===== src/rtl/v_alu_writeback.sv =====
// ALU result writeback: packs compare-mask beats into 64-bit words and
// queues all writes to the register file through a small FIFO.
module v_alu_writeback #(
    parameter int DATA_WIDTH = 64,
    parameter int ADDR_WIDTH = 32,
    parameter int SEW_WIDTH  = 2,
    parameter int FIFO_DEPTH = 4
) (
    input  logic                    clk,
    input  logic                    rst,
    input  logic [DATA_WIDTH-1:0]   in_vec,
    input  logic                    in_valid,
    input  logic [ADDR_WIDTH-1:0]   in_addr,
    input  logic [SEW_WIDTH-1:0]    in_sew,
    input  logic                    in_mask_op,
    input  logic                    in_last,
    output logic                    wr_valid,
    input  logic                    wr_ready,
    output logic [DATA_WIDTH-1:0]   wr_data,
    output logic [ADDR_WIDTH-1:0]   wr_addr,
    output logic [DATA_WIDTH/8-1:0] wr_be,
    output logic                    busy,
    output logic                    err
);

    localparam int BE_W = DATA_WIDTH / 8;
    localparam int PW   = $clog2(FIFO_DEPTH);
    localparam int CW   = $clog2(FIFO_DEPTH + 1);

    typedef enum logic {IDLE, PACK} pack_state_t;

    pack_state_t           state_q, state_d;
    logic [6:0]            cnt_q, cnt_d;
    logic [63:0]           acc_q, acc_d;
    logic [ADDR_WIDTH-1:0] waddr_q, waddr_d;
    logic                  err_q;

    logic [3:0]            b;
    logic [7:0]            mbits;
    logic [6:0]            base_cnt, sum_cnt, fin_cnt, nbytes;
    logic [63:0]           base_acc, packed_acc;
    logic [ADDR_WIDTH-1:0] base_addr;
    logic                  fill, proto_err;
    logic [BE_W-1:0]       pack_be;

    logic                  push;
    logic [DATA_WIDTH-1:0] push_data;
    logic [ADDR_WIDTH-1:0] push_addr;
    logic [BE_W-1:0]       push_be;

    logic [DATA_WIDTH-1:0] mem_data [FIFO_DEPTH];
    logic [ADDR_WIDTH-1:0] mem_addr [FIFO_DEPTH];
    logic [BE_W-1:0]       mem_be   [FIFO_DEPTH];
    logic [PW-1:0]         wptr_q, rptr_q;
    logic [CW-1:0]         count_q;
    logic                  pop, full, push_ok, drop;

    // A beat arriving in IDLE starts from an empty accumulator, so the
    // deposit below works identically for the first and later beats.
    always_comb begin
        b          = 4'd8 >> in_sew;
        mbits      = in_vec[7:0] & (8'hFF >> (4'd8 - b));
        base_cnt   = (state_q == PACK) ? cnt_q   : '0;
        base_acc   = (state_q == PACK) ? acc_q   : '0;
        base_addr  = (state_q == PACK) ? waddr_q : in_addr;
        sum_cnt    = base_cnt + 7'(b);
        packed_acc = base_acc | (64'(mbits) << base_cnt);
        fill       = sum_cnt >= 7'd64;
        fin_cnt    = fill ? 7'd64 : sum_cnt;
        nbytes     = (fin_cnt + 7'd7) >> 3;
        pack_be    = '0;
        for (int unsigned k = 0; k < BE_W; k++) begin
            pack_be[k] = k < 32'(nbytes);
        end
    end

    always_comb begin
        state_d   = state_q;
        cnt_d     = cnt_q;
        acc_d     = acc_q;
        waddr_d   = waddr_q;
        proto_err = 1'b0;
        push      = 1'b0;
        push_data = '0;
        push_addr = '0;
        push_be   = '0;
        if (in_valid) begin
            if (!in_mask_op) begin
                push      = 1'b1;
                push_data = in_vec;
                push_addr = in_addr;
                push_be   = '1;
                proto_err = (state_q == PACK);
                state_d   = IDLE;
                cnt_d     = '0;
                acc_d     = '0;
            end else if (fill || in_last) begin
                push      = 1'b1;
                push_data = DATA_WIDTH'(packed_acc);
                push_addr = base_addr;
                push_be   = pack_be;
                state_d   = IDLE;
                cnt_d     = '0;
                acc_d     = '0;
            end else begin
                state_d   = PACK;
                cnt_d     = sum_cnt;
                acc_d     = packed_acc;
                waddr_d   = base_addr;
            end
        end
    end

    assign pop     = wr_valid & wr_ready;
    assign full    = count_q == CW'(FIFO_DEPTH);
    assign push_ok = push & (~full | pop);
    assign drop    = push & full & ~pop;

    always_ff @(posedge clk or negedge rst) begin
        if (!rst) begin
            state_q <= IDLE;
            cnt_q   <= '0;
            acc_q   <= '0;
            waddr_q <= '0;
            err_q   <= 1'b0;
            wptr_q  <= '0;
            rptr_q  <= '0;
            count_q <= '0;
        end else begin
            state_q <= state_d;
            cnt_q   <= cnt_d;
            acc_q   <= acc_d;
            waddr_q <= waddr_d;
            err_q   <= err_q | proto_err | drop;
            if (push_ok) wptr_q <= wptr_q + PW'(1);
            if (pop)     rptr_q <= rptr_q + PW'(1);
            if (push_ok && !pop)      count_q <= count_q + CW'(1);
            else if (!push_ok && pop) count_q <= count_q - CW'(1);
        end
    end

    always_ff @(posedge clk) begin
        if (push_ok) begin
            mem_data[wptr_q] <= push_data;
            mem_addr[wptr_q] <= push_addr;
            mem_be[wptr_q]   <= push_be;
        end
    end

    // Storage is not reset; outputs are gated so they read zero when empty.
    assign wr_valid = count_q != '0;
    assign wr_data  = wr_valid ? mem_data[rptr_q] : '0;
    assign wr_addr  = wr_valid ? mem_addr[rptr_q] : '0;
    assign wr_be    = wr_valid ? mem_be[rptr_q]   : '0;
    assign busy     = (state_q == PACK) | wr_valid;
    assign err      = err_q;

endmodule


===== config.mk =====
export PLATFORM = sky130hd
export DESIGN_NAME = v_alu_writeback
export DESIGN_NICKNAME = d
export VERILOG_FILES = /design/src/rtl/v_alu_writeback.sv
export SDC_FILE = /design/constraint.sdc
export NUM_CORES = 1
export LEC_CHECK = 0
export CAP_MARGIN = 20
export CORE_MARGIN = 2
export CORE_UTILIZATION = 46
export DETAILED_ROUTE_END_ITERATION = 10
export PLACE_DENSITY = 0.74
export SYNTH_ARGS = -nofsm -noshare
export SYNTH_HDL_FRONTEND = slang
export SYNTH_SLANG_ARGS = --single-unit

===== constraint.sdc =====
create_clock -name clk -period 11.75 [get_ports clk]
set_input_delay 3.525 -clock clk [delete_from_list [all_inputs] [get_ports clk]]
set_output_delay 3.525 -clock clk [all_outputs]
set_load 0.01 [all_outputs]

==> results.ini, run 1 <==
[worst_setup_path]
worst_setup_path_end_kind=flop
startpoint_type=primary input
critPathKind=primary input to flop
worstPathArrival_ps=8140
cp.required_ps=11940
path_max_fanout=62

[timing]
setup_ws_ps=3800
hold_viol=0
fin_tns_setup_ps=0
slew_headroom_pct=26.7
slew_violations=0
period_share_pct=67.7
worst_slew_pin_slew_ps=1090
min_period_ps=7950
setup_viol=0
max_freq_ghz=0.126
rsz0062_at_grt=false
skew_ps=12.1

[clocking]
cts.sinks=528
cts-resized-gates=0
post_cts.repair.setup_buffers=0
path_clk_slew_ps=60
root_buffer=clkbuf_16
htreeDepth=2
clock_latency_ps=570
hold_buffers=0
cts_buffers=50
clock_path_buffers=3
cts_tree=done

[synth]
ys_seq_elements=528
synth-compound-area-share_pct=9.81
synth_ff_type=edfxtp_1
yosys.area_share.simple_pct=7.54
synth_top_family_by_area=multiplexers
ys_top_cells_by_count=edfxtp_1 (416), and2_1 (112), dfrtp_1 (112), mux4_2 (104), nand2_1 (100)
yosysMostFrequentCell=edfxtp_1
synth_mux_area_share_pct=12.6
synth_top_area_share_pct=54.8
synth.area.top_cells=edfxtp_1 (55%), dfrtp_1 (12%), mux4_2 (10%), and2_1 (3.1%), a22o_1 (2.7%)
syn-cell-area_mm2=0.0228
synth_warnings=0
syn_area_per_cell_um2=15.7
ys_seq_area_share_pct=67.1
synthAdderAreaFrac_pct=0.527
synth_xor_xnor_area_share_pct=0.307
async_reset_ff_share_pct=21.2
yosys.area.top_type=edfxtp_1
synth_edf_count=416
synthesis.nets=1562
synth_cell_type_count=75
syn_inst=1449

[floorplanning]
floorplan.rows=81
ioPinCount=211
die-width_um=227
die_y_um=227
die_area_mm2=0.0513
initial_utilization_pct=46.6
core_area_mm2=0.0490

[status]
status=finished, final reports clean

[power]
combPwrFrac_pct=32.5
netSwitchingPower_mw=1.71
p_sw_share_pct=28.5
clkPwrFrac_pct=26.7
vdd_ir_drop_max_mv=0.116
power.internal_mw=4.31
pwr-share-seq_pct=40.8
cellPowerDensity_mw_per_mm2=221
p_leak_nw=9.49

[global_route]
antenna_found_initial=0
grt_max_degree=109
grt_usage_pct=22.1
first_global_vias=14000
grt_pass1_wl_um=85200
grt.overflow.total=0

[routing]
viasPerCell=5.92
dr.first_iter.drc_count=1484
routed_wl_um=56500
remaining_drc_errors=0
first_pass_iters=5
vias=13900
wl_per_cell_um=24.1
postRouteAntennaNets=0

[placement]
gp_congestion=0.867
post-place-ws_ps=3240
port_buffers=210
hpwl_um=36100

[job]
timing.max_cap.violations=0

[worst_hold_path]
min_path_type=flop to flop

[layout]
synthToLayoutAreaGrowth_pct=19.5
nets=1753
drive_above_1_share_pct=15.8

[power groups by stage]
stage | Clock [mW] | Sequential (mW) | Combinational [mW]
after floorplan | 0 | 2.44 | 1.13
after global placement | 0 | 2.48 | 1.97
after detailed placement | 0 | 2.50 | 1.99
after CTS | 1.63 | 2.46 | 2.00
after global routing | 1.70 | 2.48 | 2.10
final | 1.61 | 2.46 | 1.96
[logic make-up (layout without fill, tap and decap cells)]
logic type	count (synthesis)	count (layout)
multiplexers	151	151
AO/OA/AOI/OAI	310	310
other	0	1
XOR/XNOR	8	8
buffers and inverters	116	348
flip-flops	528	528
adder cells (fa/ha/maj)	9	9
AND/OR/NAND/NOR	327	327
[worst max-delay path, cell delays in order]
cell and delay [ps]:
clkdlybuf4s50_1 670, and2_1 270, ha_1 240, ha_1 300, or2_1 260, o221ai_1 280
and3_4 280, o31ai_4 180, nand2b_1 470, nor2_4 160, buf_4 530, buf_4 830
[per-stage QoR]
step / power [mW] / std cells / util [%] / area [um^2] / hold slack (ps)
after floorplan: 3.57 / 1449 / - / 22800 / 449
after global placement: 4.45 / 2250 / 52.2 / 25500 / 462
after detailed placement: 4.48 / 2250 / 52.2 / 25500 / 471
after CTS: 6.09 / 2343 / 55.5 / 27200 / 485
after global routing: 6.28 / 2345 / 55.6 / 27200 / 506
final: 6.02 / 2346 / 55.6 / 27200 / 482
[routing by layer]
layer  vias to the layer above  part of all wire (%)  GRT usage, %
li1                       6083                     -             -
met1                      7141                    41          30.9
met2                       553                    49          35.7
met3                       102                   6.5          3.17
met4                         0                   3.3          8.15
met5                         -                     0             0
[placed cells by master (no fill, tap or decap), drive strengths merged, types with 23 or more instances in the layout]
cell type	Yosys	final
edfxtp	416	416
clkdlybuf4s50	0	209
and2	113	113
dfrtp	112	112
mux4	104	104
nand2	101	101
o21ai	90	90
a22o	70	70
clkbuf	51	60
mux2	38	38
nor2	36	36
a22oi	29	29
buf	43	24
inv	21	24
clkinv	1	23
[registers in the layout, indices dropped and copies added, names as in the netlist]
name	cells
acc_q	64
count_q	3
mem_addr	128
mem_data	256
state_q	1
waddr_q	32
err	1
mem_be	32
rptr_q	2
wptr_q	2
cnt_q	7
[final timing paths]
check                           slack (ps)      start              end  depth (start not counted)
worst max register to register        6280    state_q  mem_addr[2][20]                         12
worst min-delay path                   480   acc_q[2]         acc_q[2]                          2
min in group asynchronous             2980        rst       waddr_q[4]                          1
worst max-delay path                  3800  in_sew[1]  mem_addr[2][20]                         12
max in group asynchronous             7320        rst        acc_q[33]                          2
worst min register to register         480   acc_q[2]         acc_q[2]                          2
[layout make-up]
type / count / area (um^2)
fill: 3773 / 21700
sequential: 528 / 15300
multi-input combinational: 805 / 7070
timing repair buffer: 233 / 2300
clock buffer: 60 / 1310
tap: 664 / 831
clock inverter: 33 / 322
inverter: 22 / 82.6
antenna: 1 / 2.50
(Power assumes the default switching activity.)
==> run 2: changes to the inputs <==
--- a/config.mk
+++ b/config.mk
@@ -9,7 +9,7 @@
 export CORE_MARGIN = 2
 export CORE_UTILIZATION = 46
 export DETAILED_ROUTE_END_ITERATION = 10
-export PLACE_DENSITY = 0.74
+export PLACE_DENSITY = 0.77
 export SYNTH_ARGS = -nofsm -noshare
 export SYNTH_HDL_FRONTEND = slang
 export SYNTH_SLANG_ARGS = --single-unit
==> constraint.sdc (replaced) <==
create_clock -name clk -period 7.2 [get_ports clk]
set_input_delay 2.16 -clock clk [delete_from_list [all_inputs] [get_ports clk]]
set_output_delay 2.16 -clock clk [all_outputs]
set_load 0.01 [all_outputs]
==> results.ini, run 2 (synthesized netlist as in run 1, its figures left out) <==
[timing]
max_freq_ghz=0.171
period_share_pct=81.4
setup_viol=0  ; unchanged
worst_slew_pin_slew_ps=1070  ; was 1090 ps
rsz0062_at_grt=false  ; unchanged
hold_viol=0  ; unchanged
slew_headroom_pct=26.7  ; about the same
min_period_ps=5860
slew_violations=0  ; unchanged
skew_ps=24.9  ; was 12.1 ps

[clocking]
cts-resized-gates=0  ; unchanged
clock_latency_ps=580  ; was 570 ps
clock_path_buffers=3  ; unchanged
path_clk_slew_ps=60  ; about the same
cts_tree=done  ; unchanged
cts.sinks=528  ; unchanged
root_buffer=clkbuf_16  ; unchanged
post_cts.repair.setup_buffers=0  ; unchanged
htreeDepth=2  ; unchanged
cts_buffers=51  ; was 50
hold_buffers=0  ; unchanged

[layout]
largest-register=mem_data  ; unchanged
seqCellArea_mm2=0.0153  ; unchanged
final_area_mm2=0.0274  ; was 0.0272 mm^2
largestRegisters=mem_data (256), mem_addr (128), acc_q (64)  ; unchanged
drive_above_1_share_pct=16.6  ; was 15.8%
n_fill_cell=3745  ; was 3773
layout_common_cells=edfxtp_1 (416), clkdlybuf4s50_1 (209), and2_1 (112)  ; unchanged
synthToLayoutAreaGrowth_pct=20.4  ; was 19.5%
largest_register_ffs=256  ; unchanged
finish.utilization_pct=56.1  ; was 55.6%
multi_input_area_mm2=0.00707  ; about the same
nets=1761  ; was 1753
final_common_cell=edfxtp_1  ; unchanged

[floorplanning]
core_area_mm2=0.0490  ; unchanged
ioPinCount=211  ; unchanged
initial_utilization_pct=46.6  ; unchanged
die_y_um=227  ; unchanged
die-width_um=227  ; unchanged
floorplan.rows=81  ; unchanged
die_area_mm2=0.0513  ; unchanged

[routing]
vias=14000  ; was 13900
dr.first_iter.drc_count=1393  ; was 1484
wl_per_cell_um=24.3  ; was 24.1 um
viasPerCell=5.96  ; was 5.92
routed_wl_um=57300  ; was 56500 um
remaining_drc_errors=0  ; unchanged
first_pass_iters=5  ; unchanged
postRouteAntennaNets=0  ; unchanged

[worst_setup_path]
path_max_fanout=16  ; was 62
critPathKind=primary input to flop  ; unchanged
worstPathArrival_ps=6300  ; was 8140 ps
cp.required_ps=7650  ; was 11940 ps
startpoint_type=primary input  ; unchanged
worst_setup_path_end_kind=flop  ; unchanged

[global_route]
grt_usage_pct=22.5  ; was 22.1%
first_global_vias=14100  ; was 14000
grt.overflow.total=0  ; unchanged
grt_max_degree=79  ; was 109
grt_pass1_wl_um=86500  ; was 85200 um
antenna_found_initial=2  ; was 0

[placement]
gp_congestion=0.900  ; was 0.867
hpwl_um=35900  ; was 36100 um
port_buffers=210  ; unchanged
placed_area_mm2=0.0257  ; was 0.0255 mm^2

[power]
vdd_ir_drop_max_mv=0.226  ; was 0.116 mV
cellPowerDensity_mw_per_mm2=364  ; was 221 mW/mm^2
fin_total_pwr_mw=9.99  ; was 6.02 mW
p_leak_nw=9.58  ; was 9.49 nW

[job]
timing.max_cap.violations=0  ; unchanged

[worst_hold_path]
min_path_type=flop to flop  ; unchanged

[status]
status=finished, final reports clean  ; unchanged

-- run 2: changes by cell type in the layout (fill, tap and decap cells not counted), sizes merged --
cell,before,now
clkbuf,60,65
clkinv,23,15
clkinvlp,2,4
buf,24,30
bufinv,6,8
-- run 2: area by class of cell --
type,instances,area share (%)
Clock inverter,29,1.35
Inverter,22,0.301
Multi-Input combinational cell,805,25.8
Timing Repair Buffer,240,8.78
Clock buffer,64,5.01
Sequential cell,528,55.8
Antenna cell,1,0.00912
Tap cell,664,3.03
-- run 2: worst max-delay path, stage by stage --
cell	delay [ps]
clkdlybuf4s50_1	700
and2_1	290
ha_1	240
ha_1	290
or2_1	260
o22a_1	220
o211a_1	300
o31ai_4	250
nand2b_1	490
inv_1	100
ha_1	230
inv_1	80
fa_1	410
mux2_2	270
-- run 2: path summary, 6_finish.rpt --
| path | start | end | slack, ps | depth (start not counted) |
|---|---|---|---|---|
| min reg2reg | acc_q[15] | acc_q[15] | 480 | 2 |
| max reg2reg | state_q | count_q[1] | 2650 | 11 |
| min in group asynchronous | rst | waddr_q[10] | 1750 | 1 |
| min | acc_q[15] | acc_q[15] | 480 | 2 |
| max in group asynchronous | rst | cnt_q[0] | 4120 | 2 |
| max | in_sew[1] | count_q[1] | 1340 | 14 |
-- run 2: per-layer routing --
layer / global-route usage (%) / part of all wire (%) / up-vias
met4: 8.11 / 3.6 / 2
met2: 35.0 / 47 / 610
met1: 32.4 / 42 / 7194
met3: 3.51 / 7.4 / 123
li1: - / - / 6094
met5: 0 / 0.023 / -
-- run 2: report_power, final --
group / switching [mW] / internal (mW) / leakage (nW)
Clock: 1.13 / 1.65 / 0.855
Sequential: 0.223 / 3.78 / 5.36
Combinational: 1.47 / 1.74 / 3.37
Total: 2.82 / 7.17 / 9.58
-- run 2: through the flow --
stage          TNS, ps  instances  setup WS (ps)  hold WS [ps]
6_report             0       2353           1340           485
5_1_grt              0       2353           1180           505
4_1_cts              0       2350           1390           486
3_5_place_dp         0       2257            810           472
3_3_place_gp         0       2257            908           464
2_1_floorplan    -6600       1449          -15.9           449
==> run 3: changes to the inputs <==
--- a/config.mk
+++ b/config.mk
@@ -9,7 +9,7 @@
 export CORE_MARGIN = 2
 export CORE_UTILIZATION = 46
 export DETAILED_ROUTE_END_ITERATION = 10
-export PLACE_DENSITY = 0.77
+export PLACE_DENSITY = 0.74
 export SYNTH_ARGS = -nofsm -noshare
 export SYNTH_HDL_FRONTEND = slang
 export SYNTH_SLANG_ARGS = --single-unit
==> constraint.sdc (replaced) <==
create_clock -name clk -period 5.7 [get_ports clk]
set_input_delay 1.71 -clock clk [delete_from_list [all_inputs] [get_ports clk]]
set_output_delay 1.71 -clock clk [all_outputs]
set_load 0.01 [all_outputs]
==> results.ini, run 3 (synthesized netlist as in run 1, its figures left out) <==
[timing]
worst_slew_pin_slew_ps=1060  ; was 1070 ps
min_period_ps=4900
whs_ps=483  ; was 485 ps
setup_viol=0  ; unchanged
period_share_pct=85.9
slew_violations=0  ; unchanged
skew_ps=23.7  ; was 24.9 ps
hold_viol=0  ; unchanged
slew_headroom_pct=29.1  ; was 26.7%
max_freq_ghz=0.204
rsz0062_at_grt=false  ; unchanged

[worst_setup_path]
crit_path_top_delay_cell=clkdlybuf4s50_1  ; unchanged
reg2reg_depth=11  ; unchanged
cp.required_ps=5940  ; was 7650 ps
worst_setup_path_end_kind=flop  ; unchanged
slowest_delay_ps=600  ; was 700 ps
critPathKind=primary input to flop  ; unchanged
crit_buf_inv=1  ; was 3
worstPathArrival_ps=5130  ; was 6300 ps
startpoint_type=primary input  ; unchanged
path_max_fanout=12  ; was 16
path_depth=10  ; was 14
critical_path.top_delay_family=simple AND/OR/NAND/NOR gates  ; was adder cells
crit_top_cell=ha_1  ; unchanged
path_cells=clkdlybuf4s50_1, and2_1, ha_1, ha_1, or2_1, o22a_1, o211ai_2, nand3_1, nand2_1, o21ai_0  ; was clkdlybuf4s50_1, and2_1, ha_1, ha_1, or2_1, o22a_1, o211a_1, o31ai_4, nand2b_1, inv_1, ha_1, inv_1, fa_1, mux2_2

[floorplanning]
initial_utilization_pct=46.6  ; unchanged
floorplan.rows=81  ; unchanged
core_area_mm2=0.0490  ; unchanged
die_y_um=227  ; unchanged
die_area_mm2=0.0513  ; unchanged
ioPinCount=211  ; unchanged
die-width_um=227  ; unchanged

[placement]
placedCellCount=2268  ; was 2257
placed_area_mm2=0.0259  ; was 0.0257 mm^2
hpwl_um=37300  ; was 35900 um
port_buffers=210  ; unchanged
gp_congestion=0.912  ; was 0.900

[global_route]
first_global_vias=14100  ; about the same
grt_pass1_wl_um=87000  ; was 86500 um
grt.overflow.total=0  ; unchanged
grt_usage_pct=22.6  ; was 22.5%
grt_max_degree=77  ; was 79
antenna_found_initial=0  ; was 2

[routing]
wl_per_cell_um=24.4  ; was 24.3 um
routed_wl_um=57600  ; was 57300 um
vias=14100  ; was 14000
first_pass_iters=5  ; unchanged
remaining_drc_errors=0  ; unchanged
dr.first_iter.drc_count=1511  ; was 1393
postRouteAntennaNets=0  ; unchanged
viasPerCell=5.98  ; was 5.96

[worst_hold_path]
hold_depth=2  ; unchanged
min_path_type=flop to flop  ; unchanged

[layout]
n_antenna_cell=0  ; was 1
largest-register=mem_data  ; unchanged
final_cells=2361  ; was 2353
final_area_mm2=0.0276  ; was 0.0274 mm^2
largestRegisters=mem_data (256), mem_addr (128), acc_q (64)  ; unchanged
synthToLayoutAreaGrowth_pct=21.3  ; was 20.4%
final_common_cell=edfxtp_1  ; unchanged
nets=1770  ; was 1761
n_fill_cell=3717  ; was 3745
drive_above_1_share_pct=16.9  ; was 16.6%
layout_common_cells=edfxtp_1 (416), clkdlybuf4s50_1 (209), and2_1 (112)  ; unchanged
largest_register_ffs=256  ; unchanged

[job]
timing.max_cap.violations=0  ; unchanged

[power]
fin_total_pwr_mw=12.7  ; was 9.99 mW
p_leak_nw=9.67  ; was 9.58 nW
cellPowerDensity_mw_per_mm2=460  ; was 364 mW/mm^2
vdd_ir_drop_max_mv=0.270  ; was 0.226 mV

[clocking]
hold_buffers=0  ; unchanged
cts_tree=done  ; unchanged
cts.sinks=528  ; unchanged
path_clk_slew_ps=60  ; about the same
clock_path_buffers=3  ; unchanged
htreeDepth=2  ; unchanged
cts-resized-gates=0  ; unchanged
post_cts.repair.setup_buffers=0  ; unchanged
clock_latency_ps=580  ; about the same
root_buffer=clkbuf_16  ; unchanged
cts_buffers=50  ; was 51

[status]
status=finished, final reports clean  ; unchanged

## run 3: cell types whose count changed in the layout (fill, tap and decap cells not counted), moves of 2 or more
cell / change
clkinv_1: +5
inv_6: -2
bufinv_16: +2
clkinv_2: -5
buf_12: +8
buf_4: +3
## run 3: tightest hold or removal path, cell delays in order (launching register included)
cell and delay, ps:
dfrtp_1 340, nand2_1 50, o21ai_0 60
## run 3: through the flow
stage	setup slack [ps]	util (%)	setup TNS, ps
final	804	56.5	0
after CTS	843	56.5	0
after global placement	412	52.8	0
after detailed placement	294	52.8	0
after global routing	636	56.5	0
after floorplan	-1070	-	-443400
## run 3: layout make-up
cell class              instances  area, um^2  share of cell area (%)
repair buffers                250        2590                    9.36
multi-input cells             805        7070                    25.6
well taps                     664         831                    3.01
clock buffers                  63        1360                    4.92
inverters                      22        82.6                   0.299
flip-flops and latches        528       15300                    55.4
clock inverters                29         414                    1.50
## run 3: routing by layer
layer | track usage, % | wire length [um] | up-vias
li1 | - | - | 6120
met1 | 32.6 | 23800 | 7286
met2 | 36.3 | 27900 | 625
met3 | 3.17 | 4340 | 99
met4 | 6.28 | 1490 | 0
met5 | 0 | 0 | -
## run 3: final timing paths
path | from | to | slack [ps]
setup / recovery | in_sew[0] | mem_data[3][41] | 800
hold / removal | acc_q[27] | acc_q[27] | 480
setup reg to reg | state_q | count_q[1] | 1770
hold reg to reg | acc_q[27] | acc_q[27] | 480
max in group asynchronous | rst | state_q | 3650
min in group asynchronous | rst | waddr_q[5] | 1140
## run 3: where the power goes
group | internal, mW | switching (mW) | leakage (nW)
sequential | 4.78 | 0.300 | 5.36
combinational | 2.25 | 1.86 | 3.45
clock | 2.14 | 1.40 | 0.861
total | 9.17 | 3.55 | 9.67
